===== src/rtl/efi_axil_pkg.sv =====
// Shared constants and FSM state types for the efi_axil_regs AXI4-Lite register block.
package efi_axil_pkg;

   localparam logic [1:0] RESP_OKAY   = 2'b00;
   localparam logic [1:0] RESP_SLVERR = 2'b10;

   typedef enum logic [1:0] {W_IDLE, W_HAVE_AW, W_HAVE_W, W_RESP} w_state_t;
   typedef enum logic       {R_IDLE, R_DATA}                       r_state_t;

   // Expands the four byte strobes into a per-bit write mask.
   function automatic logic [31:0] strb_mask(input logic [3:0] s);
      return {{8{s[3]}}, {8{s[2]}}, {8{s[1]}}, {8{s[0]}}};
   endfunction

endpackage


===== src/rtl/efi_axil_regs_if.sv =====
// AXI4-Lite slave channel bundle for efi_axil_regs; clock and reset stay outside.
interface efi_axil_regs_if #(
   parameter int ADDR_W = 5,
   parameter int DATA_W = 32
);
   logic [ADDR_W-1:0]   S_AXI_AWADDR;
   logic [2:0]          S_AXI_AWPROT;
   logic                S_AXI_AWVALID;
   logic                S_AXI_AWREADY;
   logic [DATA_W-1:0]   S_AXI_WDATA;
   logic [DATA_W/8-1:0] S_AXI_WSTRB;
   logic                S_AXI_WVALID;
   logic                S_AXI_WREADY;
   logic [1:0]          S_AXI_BRESP;
   logic                S_AXI_BVALID;
   logic                S_AXI_BREADY;
   logic [ADDR_W-1:0]   S_AXI_ARADDR;
   logic [2:0]          S_AXI_ARPROT;
   logic                S_AXI_ARVALID;
   logic                S_AXI_ARREADY;
   logic [DATA_W-1:0]   S_AXI_RDATA;
   logic [1:0]          S_AXI_RRESP;
   logic                S_AXI_RVALID;
   logic                S_AXI_RREADY;

   modport master (
      output S_AXI_AWADDR, S_AXI_AWPROT, S_AXI_AWVALID, S_AXI_WDATA, S_AXI_WSTRB, S_AXI_WVALID,
             S_AXI_BREADY, S_AXI_ARADDR, S_AXI_ARPROT, S_AXI_ARVALID, S_AXI_RREADY,
      input  S_AXI_AWREADY, S_AXI_WREADY, S_AXI_BRESP, S_AXI_BVALID, S_AXI_ARREADY,
             S_AXI_RDATA, S_AXI_RRESP, S_AXI_RVALID
   );

   modport slave (
      input  S_AXI_AWADDR, S_AXI_AWPROT, S_AXI_AWVALID, S_AXI_WDATA, S_AXI_WSTRB, S_AXI_WVALID,
             S_AXI_BREADY, S_AXI_ARADDR, S_AXI_ARPROT, S_AXI_ARVALID, S_AXI_RREADY,
      output S_AXI_AWREADY, S_AXI_WREADY, S_AXI_BRESP, S_AXI_BVALID, S_AXI_ARREADY,
             S_AXI_RDATA, S_AXI_RRESP, S_AXI_RVALID
   );
endinterface


===== src/rtl/efi_axil_regs.sv =====
// AXI4-Lite register file with independent write and read FSMs.
// Define EFI_AXIL_WSTRB_EN to honour WSTRB byte lanes; otherwise writes are full-word.
module efi_axil_regs
   import efi_axil_pkg::*;
#(
   parameter int C_S_AXI_DATA_WIDTH = 32,
   parameter int C_S_AXI_ADDR_WIDTH = 5,
   parameter int C_NUM_REGS         = 4
) (
   input  logic                        S_AXI_ACLK,
   input  logic                        S_AXI_ARESETN,
   efi_axil_regs_if.slave              s_axi,
   output logic [32*C_NUM_REGS-1:0]    reg_out
);

   localparam int IW = C_S_AXI_ADDR_WIDTH - 2;

   logic [C_NUM_REGS-1:0][31:0] regs;
   logic                        live;   // readies stay low until the first edge after reset release

   w_state_t    w_state, w_next;
   logic [IW-1:0] aw_idx_q;
   logic [31:0] wdata_q;
   logic [3:0]  wstrb_q;
   logic [1:0]  bresp_q;
   logic        aw_fire, w_fire, commit;
   logic [IW-1:0] c_idx;
   logic [31:0] c_data, c_mask;
   logic [3:0]  c_strb;

   r_state_t    r_state, r_next;
   logic        ar_fire;
   logic [IW-1:0] r_idx;
   logic [31:0] rdata_q, rd_mux;
   logic [1:0]  rresp_q;

   logic        unused_bits;
   assign unused_bits = ^{s_axi.S_AXI_AWPROT, s_axi.S_AXI_ARPROT, s_axi.S_AXI_AWADDR[1:0],
                          s_axi.S_AXI_ARADDR[1:0], c_strb};

   assign reg_out = regs;

   // ---------------- write path ----------------
   always_comb begin
      s_axi.S_AXI_AWREADY = live && (w_state == W_IDLE || w_state == W_HAVE_W);
      s_axi.S_AXI_WREADY  = live && (w_state == W_IDLE || w_state == W_HAVE_AW);
      s_axi.S_AXI_BVALID  = (w_state == W_RESP);
      s_axi.S_AXI_BRESP   = bresp_q;
      aw_fire = s_axi.S_AXI_AWVALID && s_axi.S_AXI_AWREADY;
      w_fire  = s_axi.S_AXI_WVALID  && s_axi.S_AXI_WREADY;
      // A half captured earlier comes from the holding register, the other half from the bus.
      c_idx  = (w_state == W_HAVE_AW) ? aw_idx_q : s_axi.S_AXI_AWADDR[C_S_AXI_ADDR_WIDTH-1:2];
      c_data = (w_state == W_HAVE_W)  ? wdata_q  : s_axi.S_AXI_WDATA;
      c_strb = (w_state == W_HAVE_W)  ? wstrb_q  : s_axi.S_AXI_WSTRB;
`ifdef EFI_AXIL_WSTRB_EN
      c_mask = strb_mask(c_strb);
`else
      c_mask = '1;
`endif
   end

   always_comb begin
      w_next = w_state;
      commit = 1'b0;
      case (w_state)
         W_IDLE: begin
            if (aw_fire && w_fire) begin
               w_next = W_RESP;
               commit = 1'b1;
            end else if (aw_fire) w_next = W_HAVE_AW;
            else if (w_fire)      w_next = W_HAVE_W;
         end
         W_HAVE_AW: if (w_fire)  begin w_next = W_RESP; commit = 1'b1; end
         W_HAVE_W:  if (aw_fire) begin w_next = W_RESP; commit = 1'b1; end
         W_RESP:    if (s_axi.S_AXI_BREADY) w_next = W_IDLE;
         default:   w_next = W_IDLE;
      endcase
   end

   always_ff @(posedge S_AXI_ACLK or negedge S_AXI_ARESETN) begin
      if (!S_AXI_ARESETN) begin
         live     <= 1'b0;
         w_state  <= W_IDLE;
         aw_idx_q <= '0;
         wdata_q  <= '0;
         wstrb_q  <= '0;
         bresp_q  <= RESP_OKAY;
         regs     <= '0;
      end else begin
         live    <= 1'b1;
         w_state <= w_next;
         if (aw_fire) aw_idx_q <= s_axi.S_AXI_AWADDR[C_S_AXI_ADDR_WIDTH-1:2];
         if (w_fire) begin
            wdata_q <= s_axi.S_AXI_WDATA;
            wstrb_q <= s_axi.S_AXI_WSTRB;
         end
         if (commit) begin
            bresp_q <= (32'(c_idx) < 32'(C_NUM_REGS)) ? RESP_OKAY : RESP_SLVERR;
            for (int i = 0; i < C_NUM_REGS; i++)
               if (c_idx == IW'(i)) regs[i] <= (regs[i] & ~c_mask) | (c_data & c_mask);
         end
      end
   end

   // ---------------- read path ----------------
   always_comb begin
      s_axi.S_AXI_ARREADY = live && (r_state == R_IDLE);
      s_axi.S_AXI_RVALID  = (r_state == R_DATA);
      s_axi.S_AXI_RDATA   = rdata_q;
      s_axi.S_AXI_RRESP   = rresp_q;
      ar_fire = s_axi.S_AXI_ARVALID && s_axi.S_AXI_ARREADY;
      r_idx   = s_axi.S_AXI_ARADDR[C_S_AXI_ADDR_WIDTH-1:2];
      rd_mux  = '0;
      for (int i = 0; i < C_NUM_REGS; i++)
         if (r_idx == IW'(i)) rd_mux = regs[i];
      r_next = r_state;
      case (r_state)
         R_IDLE:  if (ar_fire) r_next = R_DATA;
         R_DATA:  if (s_axi.S_AXI_RREADY) r_next = R_IDLE;
         default: r_next = R_IDLE;
      endcase
   end

   always_ff @(posedge S_AXI_ACLK or negedge S_AXI_ARESETN) begin
      if (!S_AXI_ARESETN) begin
         r_state <= R_IDLE;
         rdata_q <= '0;
         rresp_q <= RESP_OKAY;
      end else begin
         r_state <= r_next;
         if (ar_fire) begin
            rdata_q <= rd_mux;
            rresp_q <= (32'(r_idx) < 32'(C_NUM_REGS)) ? RESP_OKAY : RESP_SLVERR;
         end
      end
   end

endmodule


===== src/flat_wrapper.sv =====
// flat-port wrapper written by rule: the top's interface ports become plain ports
module efi_axil_regs_flat import efi_axil_pkg::*;
#(
   parameter int C_S_AXI_DATA_WIDTH = 32,
   parameter int C_S_AXI_ADDR_WIDTH = 5,
   parameter int C_NUM_REGS         = 4
)
  (S_AXI_ACLK, S_AXI_ARESETN, reg_out, s_axi_S_AXI_AWADDR, s_axi_S_AXI_AWPROT, s_axi_S_AXI_AWVALID, s_axi_S_AXI_WDATA, s_axi_S_AXI_WSTRB, s_axi_S_AXI_WVALID, s_axi_S_AXI_BREADY, s_axi_S_AXI_ARADDR, s_axi_S_AXI_ARPROT, s_axi_S_AXI_ARVALID, s_axi_S_AXI_RREADY, s_axi_S_AXI_AWREADY, s_axi_S_AXI_WREADY, s_axi_S_AXI_BRESP, s_axi_S_AXI_BVALID, s_axi_S_AXI_ARREADY, s_axi_S_AXI_RDATA, s_axi_S_AXI_RRESP, s_axi_S_AXI_RVALID);
  efi_axil_regs_if #(.ADDR_W(5), .DATA_W(32)) s_axi_i ();
  input  logic S_AXI_ACLK;
  input  logic S_AXI_ARESETN;
  output logic [32*C_NUM_REGS-1:0] reg_out;
  input wire logic [$bits(s_axi_i.S_AXI_AWADDR)-1:0] s_axi_S_AXI_AWADDR;
  input wire logic [$bits(s_axi_i.S_AXI_AWPROT)-1:0] s_axi_S_AXI_AWPROT;
  input wire logic [$bits(s_axi_i.S_AXI_AWVALID)-1:0] s_axi_S_AXI_AWVALID;
  input wire logic [$bits(s_axi_i.S_AXI_WDATA)-1:0] s_axi_S_AXI_WDATA;
  input wire logic [$bits(s_axi_i.S_AXI_WSTRB)-1:0] s_axi_S_AXI_WSTRB;
  input wire logic [$bits(s_axi_i.S_AXI_WVALID)-1:0] s_axi_S_AXI_WVALID;
  input wire logic [$bits(s_axi_i.S_AXI_BREADY)-1:0] s_axi_S_AXI_BREADY;
  input wire logic [$bits(s_axi_i.S_AXI_ARADDR)-1:0] s_axi_S_AXI_ARADDR;
  input wire logic [$bits(s_axi_i.S_AXI_ARPROT)-1:0] s_axi_S_AXI_ARPROT;
  input wire logic [$bits(s_axi_i.S_AXI_ARVALID)-1:0] s_axi_S_AXI_ARVALID;
  input wire logic [$bits(s_axi_i.S_AXI_RREADY)-1:0] s_axi_S_AXI_RREADY;
  output wire logic [$bits(s_axi_i.S_AXI_AWREADY)-1:0] s_axi_S_AXI_AWREADY;
  output wire logic [$bits(s_axi_i.S_AXI_WREADY)-1:0] s_axi_S_AXI_WREADY;
  output wire logic [$bits(s_axi_i.S_AXI_BRESP)-1:0] s_axi_S_AXI_BRESP;
  output wire logic [$bits(s_axi_i.S_AXI_BVALID)-1:0] s_axi_S_AXI_BVALID;
  output wire logic [$bits(s_axi_i.S_AXI_ARREADY)-1:0] s_axi_S_AXI_ARREADY;
  output wire logic [$bits(s_axi_i.S_AXI_RDATA)-1:0] s_axi_S_AXI_RDATA;
  output wire logic [$bits(s_axi_i.S_AXI_RRESP)-1:0] s_axi_S_AXI_RRESP;
  output wire logic [$bits(s_axi_i.S_AXI_RVALID)-1:0] s_axi_S_AXI_RVALID;
  assign s_axi_i.S_AXI_AWADDR = s_axi_S_AXI_AWADDR;
  assign s_axi_i.S_AXI_AWPROT = s_axi_S_AXI_AWPROT;
  assign s_axi_i.S_AXI_AWVALID = s_axi_S_AXI_AWVALID;
  assign s_axi_i.S_AXI_WDATA = s_axi_S_AXI_WDATA;
  assign s_axi_i.S_AXI_WSTRB = s_axi_S_AXI_WSTRB;
  assign s_axi_i.S_AXI_WVALID = s_axi_S_AXI_WVALID;
  assign s_axi_i.S_AXI_BREADY = s_axi_S_AXI_BREADY;
  assign s_axi_i.S_AXI_ARADDR = s_axi_S_AXI_ARADDR;
  assign s_axi_i.S_AXI_ARPROT = s_axi_S_AXI_ARPROT;
  assign s_axi_i.S_AXI_ARVALID = s_axi_S_AXI_ARVALID;
  assign s_axi_i.S_AXI_RREADY = s_axi_S_AXI_RREADY;
  assign s_axi_S_AXI_AWREADY = s_axi_i.S_AXI_AWREADY;
  assign s_axi_S_AXI_WREADY = s_axi_i.S_AXI_WREADY;
  assign s_axi_S_AXI_BRESP = s_axi_i.S_AXI_BRESP;
  assign s_axi_S_AXI_BVALID = s_axi_i.S_AXI_BVALID;
  assign s_axi_S_AXI_ARREADY = s_axi_i.S_AXI_ARREADY;
  assign s_axi_S_AXI_RDATA = s_axi_i.S_AXI_RDATA;
  assign s_axi_S_AXI_RRESP = s_axi_i.S_AXI_RRESP;
  assign s_axi_S_AXI_RVALID = s_axi_i.S_AXI_RVALID;
  efi_axil_regs #(.C_S_AXI_DATA_WIDTH(C_S_AXI_DATA_WIDTH), .C_S_AXI_ADDR_WIDTH(C_S_AXI_ADDR_WIDTH), .C_NUM_REGS(C_NUM_REGS)) u_core (.S_AXI_ACLK(S_AXI_ACLK), .S_AXI_ARESETN(S_AXI_ARESETN), .s_axi(s_axi_i), .reg_out(reg_out));
endmodule

===== config.mk =====
export PLATFORM = sky130hd
export DESIGN_NAME = efi_axil_regs_flat
export DESIGN_NICKNAME = d
export VERILOG_FILES = /design/src/rtl/efi_axil_pkg.sv /design/src/rtl/efi_axil_regs_if.sv /design/src/rtl/efi_axil_regs.sv /design/src/flat_wrapper.sv
export SDC_FILE = /design/constraint.sdc
export NUM_CORES = 1
export LEC_CHECK = 0
export BUFFER_PORTS_ARGS = -buffer_cell sky130_fd_sc_hd__buf_2
export CORE_UTILIZATION = 58
export CTS_CLUSTER_SIZE = 28
export DETAILED_ROUTE_END_ITERATION = 6
export PLACE_DENSITY = 0.88
export SETUP_SLACK_MARGIN = 0.2
export SLEW_MARGIN = 15
export SYNTH_ARGS = -nofsm -noshare
export SYNTH_HDL_FRONTEND = slang
export SYNTH_SLANG_ARGS = --single-unit

===== constraint.sdc =====
create_clock -name S_AXI_ACLK -period 4.4 [get_ports S_AXI_ACLK]
set_input_delay 0 -clock S_AXI_ACLK [delete_from_list [all_inputs] [get_ports S_AXI_ACLK]]
set_output_delay 0 -clock S_AXI_ACLK [all_outputs]
set_load 0.02 [all_outputs]

* Word level (Yosys, flattened, before mapping)
Index checks and enable logic that the tools add are counted.
Storage, ports and cells: flip-flop bits (word level) 203, bits in latches 0, bits in writable memories 0, bits in read-only memories 0, input bits 59, output and inout port bits 169, word-level logic and storage cells 67, memories kept 0
Operators by class: add/sub/neg operators 0, multipliers 0, divide/modulo/power cells 0, $lt $le $gt $ge 2, equal/unequal tests 13, shift operators 0, muxes and demuxes 22, bitwise gates (word level) 1, reductions and logical operators 17
Operators by type and width (count):
- 32-bit 2-to-1 mux | 5
- 2-bit 2-to-1 mux | 8
- 3-bit by 2-bit == test with 1-bit output (second input constant) | 4
- 2-bit one-hot mux with 4 select lines | 1
- 2-bit AND reduction | 4
- 1-bit logical AND | 7
- 3-bit by 1-bit == test with 1-bit output (second input constant) | 2
- 3-bit logical NOT | 2
- 3-bit less-than comparator (second input constant) | 2
- 1-bit 2-to-1 mux | 5
- 2-bit == test (second input constant) | 2
- 2-bit by 1-bit != test with 1-bit output (second input constant) | 2
- 4-bit by 2-bit != test with 1-bit output (second input constant) | 1
- 4-bit AND reduction | 1
- 3-bit 2-to-1 mux | 1
- 1-bit one-hot mux with 3 select lines | 1
- 2-bit by 1-bit == test with 1-bit output (second input constant) | 1
- 2-bit logical NOT | 1
- 1-bit logical OR | 2
- 2-bit != test (second input constant) | 1
- 1-bit one-hot mux with 2 select lines | 1
- 1-bit inverter | 1

* Depth between registers and ports, before layout
depth in word-level cells 8, mapped depth 8, gate-level depth less buffers 6

* Worst setup path before layout
Ideal clock, no wire load.
kind register -> register, start register u_core.w_state[1], end register u_core.regs, in the netlist u_core.reg_out[33], setup time 0.125 ns, arrival 2.197 ns, required time 4.275 ns, path slack 2.079 ns, stages on the path, launching flop included 8, path buffers 1, period minus slack after synthesis 2.321 ns, path through dfrtp_1 > inv_1 > ha_1 > mux2_4 > a211o_1 > nor3_4 > buf_6 > mux2_2
On the way: longest elaborated chain between the ends 8, elaborated cells on any way between the ends 18, those cells by class eq/ne: 3; mux: 6; reduce/logical: 9
RTL lines:
- start, declared | line efi_axil_regs.sv:21 | w_state_t w_state, w_next;
- start signal, assigned | line efi_axil_regs.sv:91 | w_state <= w_next;
- 2-bit == test (tied with other cells) | line efi_axil_regs.sv:45, efi_axil_regs.sv:53, efi_axil_regs.sv:65
- 1-bit logical OR, on equally long branches | line efi_axil_regs.sv:45, efi_axil_regs.sv:46
- 1-bit logical AND, on equally long branches | line efi_axil_regs.sv:45, efi_axil_regs.sv:46
- 1-bit logical AND, on equally long branches | line efi_axil_regs.sv:49, efi_axil_regs.sv:50
- 1-bit logical AND | line efi_axil_regs.sv:67 | if (aw_fire && w_fire) begin
- 1-bit 2-to-1 mux | line efi_axil_regs.sv:67
- 1-bit one-hot mux with 3 select lines | line efi_axil_regs.sv:65 | case (w_state)
- 2-bit AND reduction (no line)
- end signal, assigned by index | line efi_axil_regs.sv:100 | if (c_idx == IW'(i)) regs[i] <= (regs[i] & ~c_mask) | (c_data & c_mask);
- end, declared | line efi_axil_regs.sv:18 | logic [C_NUM_REGS-1:0][31:0] regs;
Several ways; a longest one is shown, not always the timed one. A chain may end at the register's enable or synchronous reset.

* Worst setup path after layout
start register u_core.w_state[0], end register u_core.regs, in the netlist u_core.reg_out[3]
The elaborated chain is that of the path after synthesis.

==> out/qor.txt <==
status -> complete, no violations
gr busiest metal -> met2
Clock Path Buffers -> 3
dpl ws -> 1100 ps
die height -> 128 um
setup violators final -> 0
CORE AREA -> 15300 um^2
VDD IR max -> 0.000528 V
Max Cap Violations -> 0
standard-cell row count -> 45
Fmax -> 304 MHz
met1 GRT Util -> 37.4%
GRT Util Overall -> 29.4%
HP Class -> in2reg
Clock Power Share -> 22.8%
CP required -> 4760 ps
CTS Sinks -> 201
multi-input logic area -> 3870 um^2
switching pwr -> 0.00299 W
number of synthesis warnings -> 0
fraction of layout cells with a size suffix above 1 -> 45.7%
DRC errors left -> 0
Final GP Congestion -> 0.825
clk slew on worst S/H paths -> 60 ps
Initial Util -> 59.8%
post-DR wirelength/cell -> 20.2 um
Syn Inst Count -> 698
vias in the first global route -> 6876
worst-margin pin slew -> 1010 ps
critical path arrival -> 3650 ps
first-pass GRT wire length -> 36900 um
switching portion of total power -> 37.5%
final slew viol count -> 0
worst setup margin -> 1110 ps
Reg area -> 5030 um^2
Leakage -> 5.71 nW
Post-synth ARST share -> 100%
Synth-to-Final Area Change -> 25.2%
DIE WIDTH -> 128 um
combinational power share -> 38.6%
Slew headroom -> 32.5%
RSZ-0062 raised after global routing -> false
Avg Vias per Cell -> 5.72
diode count -> 0
number of distinct library cells after synthesis -> 40
Setup crit end kind -> flip-flop
most frequent cells in the layout -> buf_2 (210), dfrtp_1 (201), mux2_2 (167)
Vias -> 6643
post-DP HPWL -> 14500 um
Seq/Total Area, Yosys -> 54.9%
TNS Setup -> 0 ps
WS Path Type -> reg2reg
pin count of the biggest net entering global routing -> 102
initial antenna violation count -> 0
share of the clock period used by the worst path -> 74.7%
Nets -> 1000
Synth Flop Type -> dfrtp_1
final instance area -> 11500 um^2
Yosys reg bits -> 201
Worst Path Max Fanout -> 22
drt pass-1 iters -> 4
hold_ws -> 40.4 ps
CTS tree -> done
Skew-Pair Late Insertion Delay -> 490 ps
met3 Usage GRT -> 7.18%
Final Hold Viols -> 0
Worst Skew -> 10.1 ps
Mapped Area -> 9160 um^2
Flop pwr share -> 38.7%
Cell Area, Placed -> 10400 um^2
P_int -> 0.00499 W
root buffer cell -> clkbuf_16
leading cell type in the layout, fill and taps excluded -> buf_2
# Post-CTS Setup Buffers -> 0
DRT iter0 DRCs -> 341
IO Pins -> 228
Num CTS Buffers -> 21
Die ar. -> 16300 um^2
GR Overflow Total -> 0
Final Critical Period -> 3290 ps
PnR Total Power -> 0.00798 W
EDFF count, synth -> 0
Pwr Density -> 696 nW/um^2
count of input and output buffers -> 211
grt met2 use -> 50.5%
Synth Area per Inst -> 13.1 um^2
Post-Route WL -> 23500 um
fillers -> 993
H-tree depth -> 1
CP Launch Type -> flip-flop
Final ANT Viol Nets -> 0
## cell usage after synthesis, types with 3 or more instances
| cell type | instances | area, um^2 |
|---|---|---|
| buf_6 | 6 | 67.6 |
| ha_1 | 4 | 50.1 |
| mux2i_1 | 32 | 320 |
| inv_1 | 7 | 26.3 |
| o2bb2ai_1 | 32 | 280 |
| and2_1 | 3 | 18.8 |
| dfrtp_1 | 201 | 5030 |
| nor2b_1 | 3 | 18.8 |
| nor2_1 | 34 | 128 |
| mux2_1 | 30 | 338 |
| buf_4 | 5 | 37.5 |
| a31oi_1 | 33 | 206 |
| mux2_2 | 167 | 1880 |
| buf_2 | 11 | 55.1 |
| nand2_1 | 39 | 146 |
| o21ai_0 | 6 | 30.0 |
| buf_1 | 6 | 22.5 |
| nand2b_1 | 33 | 206 |
| nand3_1 | 3 | 15.0 |
| nor3_4 | 3 | 48.8 |
| clkbuf_1 | 19 | 71.3 |
## registers in the layout (all words and copies together) (netlist names)
name                       count
u_core.s_axi.S_AXI_BRESP       1
u_core.wdata_q                32
u_core.live                    1
u_core.aw_idx_q                3
u_core.reg_out               128
u_core.s_axi.S_AXI_RRESP       1
u_core.s_axi.S_AXI_RDATA      32
u_core.w_state                 2
u_core.s_axi.S_AXI_RVALID      1
## final timing paths
check	startpoint	endpoint	slack (ps)	cells past startpoint
worst min register to register	u_core.wdata_q[23]	u_core.wdata_q[23]	500	1
worst min-delay path	s_axi_S_AXI_BREADY	u_core.w_state[0]	40	4
worst max-delay path	u_core.w_state[0]	u_core.reg_out[3]	1110	7
worst max register to register	u_core.w_state[0]	u_core.reg_out[3]	1110	7
min in group asynchronous	S_AXI_ARESETN	u_core.reg_out[97]	150	2
max in group asynchronous	S_AXI_ARESETN	u_core.reg_out[32]	3030	3
## through the flow
stage / util (%) / cells
global route: 74.9 / 1162
detailed placement: 67.7 / 1086
finish: 74.9 / 1162
CTS: 74.9 / 1162
floorplan: - / 699
global placement: 67.7 / 1086
## critical path, cell delays in order (launching register included)
cell,delay (ps)
dfrtp_1,410
inv_1,100
ha_2,600
o211ai_1,320
and2b_1,360
nor3_4,710
buf_12,300
mux2_1,350
## layer usage
metal,part of all wire [%],vias up
met1,41,3370
met2,49,260
met5,0,-
li1,-,2979
met3,8.0,34
met4,1.6,0
## cells by family (layout without fill, tap and decap cells)
family	Yosys count	count (layout)	share of synthesized area [%]
multiplexers	230	230	27.9
flip-flops	201	201	54.9
AND/OR/NAND/NOR	125	125	6.94
AO/OA/AOI/OAI	82	82	6.61
buffers and inverters	54	306	3.06
adder cells (fa/ha/maj)	4	4	0.546
other	2	3	0.0820
## layout make-up
cell class	count	share of cell area, %
clock inverter	11	1.17
tap	211	2.30
sequential	201	43.9
inverter	7	0.229
clock buffer	26	5.01
timing repair buffer	262	13.7
multi-input combinational	444	33.8
## timing repair
item | CTS | global route
hold buffers | 39 | 0
hold endpoints to repair | 265 | 0
resized for setup | 0 | 0
## power by group through the flow
stage | registers [W] | clock network (W) | logic [W]
floorplan | 0.00370 | 0 | 0.00136
CTS | 0.00308 | 0.00184 | 0.00308
finish | 0.00309 | 0.00182 | 0.00308
global placement | 0.00305 | 0 | 0.00296
detailed placement | 0.00310 | 0 | 0.00304
global route | 0.00317 | 0.00190 | 0.00330
Note: power is estimated with default switching activity, not from simulation.
